$ cat src/rtl/ts4231_pkg.sv
// Shared types and helpers for the TS4231 configuration scheduler.
package ts4231_pkg;

    typedef enum logic [2:0] {PWRUP, PICK, START, WAIT, GAP, IDLE} state_e;

    function automatic int unsigned us_to_cyc(input int unsigned us, input int unsigned cyc_per_us);
        return us * cyc_per_us;
    endfunction

    // Channel select width; a single-bit select is kept even for tiny channel counts.
    function automatic int sel_w(input int n_ch);
        int w;
        w = $clog2(n_ch);
        return (w < 1) ? 1 : w;
    endfunction

endpackage

$ cat src/rtl/ts4231_cfg_scheduler_if.sv
// Engine handshake and channel status bundle between the scheduler and its surroundings.
interface ts4231_cfg_scheduler_if #(
    parameter int N_CH = 4,
    parameter int SELW = 2
);
    logic [N_CH-1:0] rescan_req;
    logic            eng_done;
    logic            eng_ok;
    logic            eng_start;
    logic [SELW-1:0] eng_sel;
    logic            busy;
    logic [N_CH-1:0] chan_ok;
    logic [N_CH-1:0] chan_fail;
    logic            scan_done;

    modport master (
        input  rescan_req, eng_done, eng_ok,
        output eng_start, eng_sel, busy, chan_ok, chan_fail, scan_done
    );

    modport slave (
        output rescan_req, eng_done, eng_ok,
        input  eng_start, eng_sel, busy, chan_ok, chan_fail, scan_done
    );
endinterface

$ cat src/rtl/ts4231_prio_pick.sv
// Combinational lowest-set-bit encoder: idx is the lowest requesting channel, any flags a request.
module ts4231_prio_pick #(
    parameter int N = 4,
    parameter int W = 2
) (
    input  logic [N-1:0] req,
    output logic [W-1:0] idx,
    output logic         any
);
    always_comb begin
        idx = '0;
        any = 1'b0;
        for (int i = N - 1; i >= 0; i--) begin
            if (req[i]) begin
                idx = W'(i);
                any = 1'b1;
            end
        end
    end
endmodule

$ cat src/rtl/ts4231_cfg_scheduler.sv
// Time-shares one TS4231 configuration engine across N_CH sensor channels with
// power-up delay, per-attempt timeout, bounded retries and per-channel rescan.
module ts4231_cfg_scheduler
    import ts4231_pkg::*;
#(
    parameter int unsigned CLK_FREQ_HZ = 48_000_000,
    parameter int          N_CH        = 4,
    parameter int unsigned POWERUP_US  = 10_000,
    parameter int unsigned TIMEOUT_US  = 50_000,
    parameter int          MAX_RETRY   = 3
) (
    input logic                    clk,
    input logic                    reset,
    ts4231_cfg_scheduler_if.master bus
);
    localparam int          SELW        = sel_w(N_CH);
    localparam int unsigned CYC_PER_US  = CLK_FREQ_HZ / 1_000_000;
    localparam int unsigned POWERUP_CYC = us_to_cyc(POWERUP_US, CYC_PER_US);
    localparam int unsigned TIMEOUT_CYC = us_to_cyc(TIMEOUT_US, CYC_PER_US);
    localparam logic [31:0] PWR_LAST    = (POWERUP_CYC > 0) ? 32'(POWERUP_CYC - 1) : 32'd0;
    localparam logic [31:0] TMO_LAST    = (TIMEOUT_CYC > 0) ? 32'(TIMEOUT_CYC - 1) : 32'd0;
    localparam logic [31:0] RETRY_LIM   = 32'(MAX_RETRY);

    function automatic logic [31:0] sat_inc(input logic [31:0] v);
        return (v == '1) ? v : v + 32'd1;
    endfunction

    state_e          state_q;
    logic [N_CH-1:0] pending_q;
    logic [N_CH-1:0] ok_q;
    logic [N_CH-1:0] fail_q;
    logic [SELW-1:0] sel_q;
    logic [31:0]     pwr_cnt_q;
    logic [31:0]     tmo_cnt_q;
    logic [31:0]     retry_q;
    logic            start_q;
    logic            busy_q;
    logic            scan_q;
    logic            again_q;

    logic [SELW-1:0] pick_idx;
    logic            pick_any;
    logic            tmo_hit;
    logic            attempt_end;
    logic            attempt_bad;
    logic [31:0]     retry_inc;
    logic            retry_left;

    ts4231_prio_pick #(.N(N_CH), .W(SELW)) u_pick (
        .req (pending_q),
        .idx (pick_idx),
        .any (pick_any)
    );

    // A done in the timeout cycle takes precedence, so its eng_ok decides the outcome.
    assign tmo_hit     = (tmo_cnt_q >= TMO_LAST);
    assign attempt_end = bus.eng_done | tmo_hit;
    assign attempt_bad = bus.eng_done ? ~bus.eng_ok : 1'b1;
    assign retry_inc   = sat_inc(retry_q);
    assign retry_left  = (retry_inc < RETRY_LIM);

    always_ff @(posedge clk) begin
        if (reset) begin
            state_q   <= PWRUP;
            pending_q <= '1;
            ok_q      <= '0;
            fail_q    <= '0;
            sel_q     <= '0;
            pwr_cnt_q <= '0;
            tmo_cnt_q <= '0;
            retry_q   <= '0;
            start_q   <= 1'b0;
            busy_q    <= 1'b1;
            scan_q    <= 1'b0;
            again_q   <= 1'b0;
        end else begin
            start_q <= 1'b0;
            scan_q  <= 1'b0;
            case (state_q)
                PWRUP: begin
                    if (pwr_cnt_q >= PWR_LAST) state_q <= PICK;
                    else                       pwr_cnt_q <= sat_inc(pwr_cnt_q);
                end
                PICK: begin
                    if (pick_any) begin
                        sel_q   <= pick_idx;
                        start_q <= 1'b1;
                        state_q <= START;
                    end else begin
                        scan_q  <= 1'b1;
                        busy_q  <= 1'b0;
                        state_q <= IDLE;
                    end
                end
                START: begin
                    // Counts cycles elapsed since eng_start rose.
                    tmo_cnt_q <= 32'd1;
                    state_q   <= WAIT;
                end
                WAIT: begin
                    if (attempt_end) begin
                        state_q <= GAP;
                        if (!attempt_bad) begin
                            ok_q[sel_q]      <= 1'b1;
                            fail_q[sel_q]    <= 1'b0;
                            pending_q[sel_q] <= 1'b0;
                            retry_q          <= '0;
                            again_q          <= 1'b0;
                        end else if (retry_left) begin
                            retry_q <= retry_inc;
                            again_q <= 1'b1;
                        end else begin
                            fail_q[sel_q]    <= 1'b1;
                            pending_q[sel_q] <= 1'b0;
                            retry_q          <= '0;
                            again_q          <= 1'b0;
                        end
                    end else begin
                        tmo_cnt_q <= sat_inc(tmo_cnt_q);
                    end
                end
                GAP: begin
                    if (again_q) begin
                        start_q <= 1'b1;
                        state_q <= START;
                    end else begin
                        state_q <= PICK;
                    end
                end
                IDLE: begin
                    if (|pending_q) begin
                        busy_q  <= 1'b1;
                        state_q <= PICK;
                    end
                end
                default: state_q <= PWRUP;
            endcase
            // Rescan overrides any completion landing in the same cycle.
            for (int i = 0; i < N_CH; i++) begin
                if (bus.rescan_req[i]) begin
                    pending_q[i] <= 1'b1;
                    ok_q[i]      <= 1'b0;
                    fail_q[i]    <= 1'b0;
                end
            end
        end
    end

    assign bus.eng_start = start_q;
    assign bus.eng_sel   = sel_q;
    assign bus.busy      = busy_q;
    assign bus.chan_ok   = ok_q;
    assign bus.chan_fail = fail_q;
    assign bus.scan_done = scan_q;

endmodule

$ cat src/flat_wrapper.sv
// flat-port wrapper written by rule: the top's interface ports become plain ports
module ts4231_cfg_scheduler_flat import ts4231_pkg::*;
#(
    parameter int unsigned CLK_FREQ_HZ = 48_000_000,
    parameter int          N_CH        = 4,
    parameter int unsigned POWERUP_US  = 10_000,
    parameter int unsigned TIMEOUT_US  = 50_000,
    parameter int          MAX_RETRY   = 3
)
  (clk, reset, bus_rescan_req, bus_eng_done, bus_eng_ok, bus_eng_start, bus_eng_sel, bus_busy, bus_chan_ok, bus_chan_fail, bus_scan_done);
  ts4231_cfg_scheduler_if #(.N_CH(N_CH), .SELW(2)) bus_i ();
  input logic clk;
  input logic reset;
  input wire logic [$bits(bus_i.rescan_req)-1:0] bus_rescan_req;
  input wire logic [$bits(bus_i.eng_done)-1:0] bus_eng_done;
  input wire logic [$bits(bus_i.eng_ok)-1:0] bus_eng_ok;
  output wire logic [$bits(bus_i.eng_start)-1:0] bus_eng_start;
  output wire logic [$bits(bus_i.eng_sel)-1:0] bus_eng_sel;
  output wire logic [$bits(bus_i.busy)-1:0] bus_busy;
  output wire logic [$bits(bus_i.chan_ok)-1:0] bus_chan_ok;
  output wire logic [$bits(bus_i.chan_fail)-1:0] bus_chan_fail;
  output wire logic [$bits(bus_i.scan_done)-1:0] bus_scan_done;
  assign bus_i.rescan_req = bus_rescan_req;
  assign bus_i.eng_done = bus_eng_done;
  assign bus_i.eng_ok = bus_eng_ok;
  assign bus_eng_start = bus_i.eng_start;
  assign bus_eng_sel = bus_i.eng_sel;
  assign bus_busy = bus_i.busy;
  assign bus_chan_ok = bus_i.chan_ok;
  assign bus_chan_fail = bus_i.chan_fail;
  assign bus_scan_done = bus_i.scan_done;
  ts4231_cfg_scheduler #(.CLK_FREQ_HZ(CLK_FREQ_HZ), .N_CH(N_CH), .POWERUP_US(POWERUP_US), .TIMEOUT_US(TIMEOUT_US), .MAX_RETRY(MAX_RETRY)) u_core (.clk(clk), .reset(reset), .bus(bus_i));
endmodule
$ cat config.mk
export PLATFORM = sky130hd
export DESIGN_NAME = ts4231_cfg_scheduler_flat
export DESIGN_NICKNAME = d
export VERILOG_FILES = /design/src/rtl/ts4231_pkg.sv /design/src/rtl/ts4231_cfg_scheduler_if.sv /design/src/rtl/ts4231_prio_pick.sv /design/src/rtl/ts4231_cfg_scheduler.sv /design/src/flat_wrapper.sv
export SDC_FILE = /design/constraint.sdc
export NUM_CORES = 1
export LEC_CHECK = 0
export ABC_AREA = 1
export BUFFER_PORTS_ARGS = -buffer_cell sky130_fd_sc_hd__buf_2
export CAP_MARGIN = 5
export CORE_MARGIN = 4
export CORE_UTILIZATION = 45
export CTS_CLUSTER_DIAMETER = 50
export DETAILED_ROUTE_END_ITERATION = 10
export PLACE_DENSITY_LB_ADDON = 0.3
export SYNTH_ARGS = -nofsm -noshare
export SYNTH_HDL_FRONTEND = slang
export SYNTH_SLANG_ARGS = --single-unit
$ cat constraint.sdc
create_clock -name clk -period 3.69 [get_ports clk]
set_clock_uncertainty 0.1 [all_clocks]
set_input_delay 0.738 -clock clk [delete_from_list [all_inputs] [get_ports clk]]
set_output_delay 0.738 -clock clk [all_outputs]
set_load 0.01 [all_outputs]
* After elaboration in Yosys (flattened, before gate mapping) *
Cells that the tools add are included.

word-level totals
  flip-flop bits (word level) = 117
  input bits = 8
  output and inout port bits = 13
  logic and storage cells = 109

operators by class
  add/sub/neg operators = 3
  order comparisons = 5
  equal/unequal tests = 15
  multiplexer cells = 36
  bitwise logic cells = 11
  reductions and logical operators = 18

operators with widths
  cell                                                                 count
  two-way mux 32 bit                                                   5
  adder 32 x 1 -> 32 bit, second input constant                        3
  equality test 32 bit, second input constant                          3
  case mux 32 bit (2 select lines)                                     1
  greater-or-equal comparator 32 x 19 -> 1 bit, second input constant  1
  greater-or-equal comparator 32 x 22 -> 1 bit, second input constant  1
  < comparator 32 x 2 -> 1 bit, second input constant                  1
  case mux 3 bit (6 select lines)                                      1
  AND reduction 3 bit                                                  6
  two-way mux 4 bit                                                    4
  two-way mux 1 bit                                                    13
  two-way mux 3 bit                                                    4
  two-way mux 2 bit                                                    5
  OR reduction 2 bit                                                   5
  bitwise AND 4 bit                                                    2
  != test 2 bit, second input constant                                 4
  OR 4 bit                                                             2
  equality test 3 x 2 -> 1 bit, second input constant                  2
  equality test 3 bit, second input constant                           2
  != test 2 x 1 -> 1 bit, second input constant                        3
  inverter 1 bit                                                       5
  inverter 4 bit                                                       1
  case mux 1 bit (2 select lines)                                      2
  AND reduction 2 bit                                                  2
  9 further kinds                                                      10

* Depth between registers and ports, before layout *
  depth after elaboration = 8
  depth in mapped cells = 17

* Cells and area by module *
Synthesis repeated with hierarchy kept, for this count alone.

second synthesis, totals
  cells, all modules = 982
  area total of the unflattened synthesis = 6,451.2 µm²

modules (own cells, without submodules)
  module                times used  cells each  area each (µm²)
  ts4231_cfg_scheduler  1           974         6,414.9
  ts4231_prio_pick      1           8           36.3

* Least setup slack after synthesis *
OpenSTA, ideal clock, no wires.

  path kind = register to register
  start = register u_core.retry_q[0]
  end = register u_core.pending_q[0]
  data arrival time = 1.949 ns
  data required time = 3.473 ns
  setup slack = 1.524 ns
  cell stages (with the launch flop) = 16
  cell sequence = dfxtp_1 ha_1 inv_2 nor2_8 nand2_4 nor2_8 nand2_4 buf_6 nand2_1 nor2_1 nand3_1 nor2_4 nand2_4 nand3_2 nand2_1 nand2_1

between the ends
  longest elaborated chain between the ends = 5

RTL lines
  what                                                            RTL line                     text
  start: declaration                                              ts4231_cfg_scheduler.sv:35   logic [31:0] retry_q;
  start signal: assignment                                        ts4231_cfg_scheduler.sv:110  retry_q <= retry_inc;
  adder 32 x 1 -> 32 bit or equality test 32 bit (tied branches)  ts4231_cfg_scheduler.sv:25   return (v == '1) ? v : v + 32'd1;
  two-way mux 32 bit (*)                                          ts4231_cfg_scheduler.sv:25
  < comparator 32 x 2 -> 1 bit (*)                                ts4231_cfg_scheduler.sv:60   assign retry_left = (retry_inc < RETRY_LIM);
  != test 2 bit (no line) (*)                                     -
  AND reduction 3 bit (no line) (*)                               -
  end signal: assignment                                          ts4231_cfg_scheduler.sv:65   pending_q <= '1;
  end signal: indexed assignment                                  ts4231_cfg_scheduler.sv:106  pending_q[sel_q] <= 1'b0;
  end signal: indexed assignment                                  ts4231_cfg_scheduler.sv:114  pending_q[sel_q] <= 1'b0;
  end: declaration                                                ts4231_cfg_scheduler.sv:29   logic [N_CH-1:0] pending_q;

Mark *: on every way between the ends. The rest lies on a longest branch, timed or not.
A chain may end at the register's enable or synchronous reset.

* Worst setup path in the final report *
Same ends and word-level chain as after synthesis.

==> summary.txt <==
IO Port Bufs: 20
H-tree Lvls: 4
Critical Path Start Type: flip-flop
final setup TNS: 0 ns
clock insertion delay at the later pin of the skew report: 0.41 ns
CP bufs+invs: 1
design area: 0.00682 mm2
Critical Path, Cell by Cell: ha_1, inv_2, nor2_8, nand2_4, nor2_8, nand2_4, nand2_1, nand2_1, nor2_2, nor2_2, nand3_2, nor2_4, nand2_4, nand3_2, nand2_1, nand2_1
most frequent CP cell: nand2_1
Initial Util: 0.458
Synth Instances: 919
Final Net Count: 948
Final min period: 2.61 ns
num ports: 21
kind of critical path: reg2reg
endpoint type of the worst setup path: flip-flop
worst slew pin tran: 0.811 ns
Root Driver: clkbuf_16
Clock Tree Buf Depth: 2
area grow syn2layout: 13.0%
yosys warns: 0
post-synth net total: 930
critical path's largest stage delay: 0.48 ns
wire per inst: 12.3 um
RR Startpoint: u_core.retry_q[0]
pre-CTS setup slack: 1.04 ns
Sink Count: 117
setup ws final: 1.08 ns
Placer Congestion: 0.905
initial antenna violation count: 0
CTS clock-pin slew for the worst setup and hold paths: 0.05 ns
largest net degree at the start of global routing: 78
vias in the first global route: 5,057
Crit path depth: 16
Layout fillers: 1,274
CTS resizes: 0
number of CTS-inserted buffers: 17
postcts setup bufs: 0
Synth cell types: 36
RSZ-0062 raised after global routing: no
Max Clk Rate: 383 MHz
Syn Area/Cell: 6.57 um2
final slew viol count: 0
Total GRT Usage: 0.189
peak supply drop: 380 uV
worst hold stages: 2
Hold Crit Class: reg2reg
vias: 5,605
Worst R2R Path Depth: 16
crit path capture: u_core.pending_q[0]
fin crit share: 0.708
max-cap violation count: 0
CORE AREA: 0.0132 mm2
site row count: 42
Pre-antenna DRT Iters: 5
final number of setup-violating endpoints: 0
CTS Hold Bufs: 0
Die ar.: 0.0153 mm2
DP HPWL: 9.69 mm
ratio of cells with drive above 1 in the final layout: 0.0928
Crit Path Max Fanout: 19
Leakage: 2.57 nW
#FFs+latches synth: 117
CP top delay family: simple AND/OR/NAND/NOR gates
TritonCTS clock tree: done
Min Hold Slack: 0.320 ns
slew margin rel.: 0.460
# diodes: 0
Die W: 124 um
outcome: finished, final reports clean
Total Wirelength: 13.8 mm
PD cells: 473 mW/mm2
Overflow after GRT: 0
register area share after synthesis: 0.388
CP max stage cell: dfxtp_1
Post-Place Cell Area: 0.00626 mm2
initial DRC count: 387
Synth Cell Area: 0.00604 mm2
DRC: 0
worst setup path start: u_core.retry_q[0]
first-pass GRT wire length: 23.2 mm
Hold Vio Cnt, Final: 0
Final ANT Viol Nets: 0
Critical Path RT: 3.88 ns
Critical Path AT: 2.80 ns
Die H: 124 um
r2r endpoint: u_core.pending_q[0]
Via density: 4.99
worst reg2reg setup slack: 1.08 ns
==> metal layers <==
metal,up-vias,routed length [um],global-route usage
met3,20,650,0.0513
li1,2966,-,-
met4,0,208,0.0547
met5,-,0,0
met2,117,6320,0.300
met1,2502,6640,0.251
==> through the flow <==
stage,utilization,power [mW],instances
6_report,0.517,3.22,1124
5_1_grt,0.517,3.37,1124
4_1_cts,0.517,3.26,1124
3_5_place_dp,0.474,1.69,1094
3_3_place_gp,0.474,1.68,1094
2_1_floorplan,-,1.62,919
==> cell type report <==
type | instances | area, um2 | area share
multi-input cells | 653 | 3110 | 0.456
flip-flops and latches | 117 | 2340 | 0.343
inverters | 126 | 473 | 0.0693
clock buffers | 19 | 453 | 0.0664
well taps | 176 | 220 | 0.0323
repair buffers | 22 | 115 | 0.0169
clock inverters | 11 | 110 | 0.0161
==> sequential cells by signal, indices dropped and copies added (netlist names), named ones only <==
register and count:
u_core.tmo_cnt_q 32, u_core.pending_q 4, u_core.bus.busy 1, u_core.again_q 1, u_core.bus.eng_start 1, u_core.bus.eng_sel 2, u_core.bus.scan_done 1, u_core.retry_q 32
u_core.bus.chan_ok 4, u_core.pwr_cnt_q 32, u_core.state_q 3
==> how the worst min path moves through the flow <==
stage                          from                    to
2_1_floorplan  u_core.pwr_cnt_q[24]  u_core.pwr_cnt_q[24]
3_3_place_gp   u_core.pwr_cnt_q[24]  u_core.pwr_cnt_q[24]
3_5_place_dp   u_core.pwr_cnt_q[24]  u_core.pwr_cnt_q[24]
4_1_cts        u_core.pwr_cnt_q[24]  u_core.pwr_cnt_q[24]
5_1_grt        u_core.pwr_cnt_q[24]  u_core.pwr_cnt_q[24]
6_report       u_core.pwr_cnt_q[24]  u_core.pwr_cnt_q[24]
==> placed cells by master (no fill, tap or decap), types with 5 or more instances in the layout <==
cell | synthesis | routed
nand3_2 | 6 | 6
inv_2 | 6 | 6
nor2_2 | 7 | 7
nand4_1 | 25 | 25
inv_1 | 118 | 118
buf_2 | 6 | 20
nor3b_1 | 5 | 5
xor2_1 | 13 | 13
dfxtp_1 | 117 | 117
nand3_1 | 51 | 51
nor2_1 | 138 | 138
clkinv_2 | 0 | 7
nor4_1 | 11 | 11
nor3_1 | 50 | 50
nand2_1 | 238 | 238
a21oi_1 | 40 | 40
clkbuf_16 | 0 | 17
o21ai_0 | 27 | 27
nand2_2 | 5 | 5
==> cells in the mapped netlist, drive strengths merged <==
master	instances	area [um2]
nand3	57	315
nand3b	3	22.5
nand2	247	970
a21boi	4	30.0
nor4	11	68.8
inv	124	465
buf	13	75.1
o211ai	2	15.0
xnor2	3	26.3
xor2	13	114
nor3b	5	37.5
ha	3	37.5
o21ai	29	145
nor3	50	250
o21bai	4	30.0
nand4	25	156
dfxtp	117	2340
a21oi	43	226
o41ai	1	8.76
and3	2	12.5
clkinv	2	7.51
a31oi	1	6.26
nor2	150	636
clkbuf	10	37.5
==> power breakdown <==
group          internal (mW)  total [mW]  switching (mW)
sequential              1.30        1.33          0.0309
combinational         0.0804       0.332           0.252
clock                   1.01        1.56           0.555
==> worst register-to-register path: stages (launching register included) <==
cell and delay, ns:
dfxtp_1 0.48, ha_1 0.36, inv_2 0.11, nor2_8 0.19, nand2_4 0.11, nor2_8 0.17
nand2_4 0.17, nand2_1 0.10, nand2_1 0.08, nor2_2 0.13, nor2_2 0.05, nand3_2 0.08
nor2_4 0.06, nand2_4 0.11, nand3_2 0.09, nand2_1 0.09, nand2_1 0.04
==> kinds of logic after synthesis <==
group | count (synthesis) | synth area share
simple gates | 550 | 0.409
buf+inv | 149 | 0.0970
flops | 117 | 0.388
compound gates | 84 | 0.0765
xor+xnor | 16 | 0.0232
fa+ha+maj | 3 | 0.00622
(Power assumes the default switching activity.)
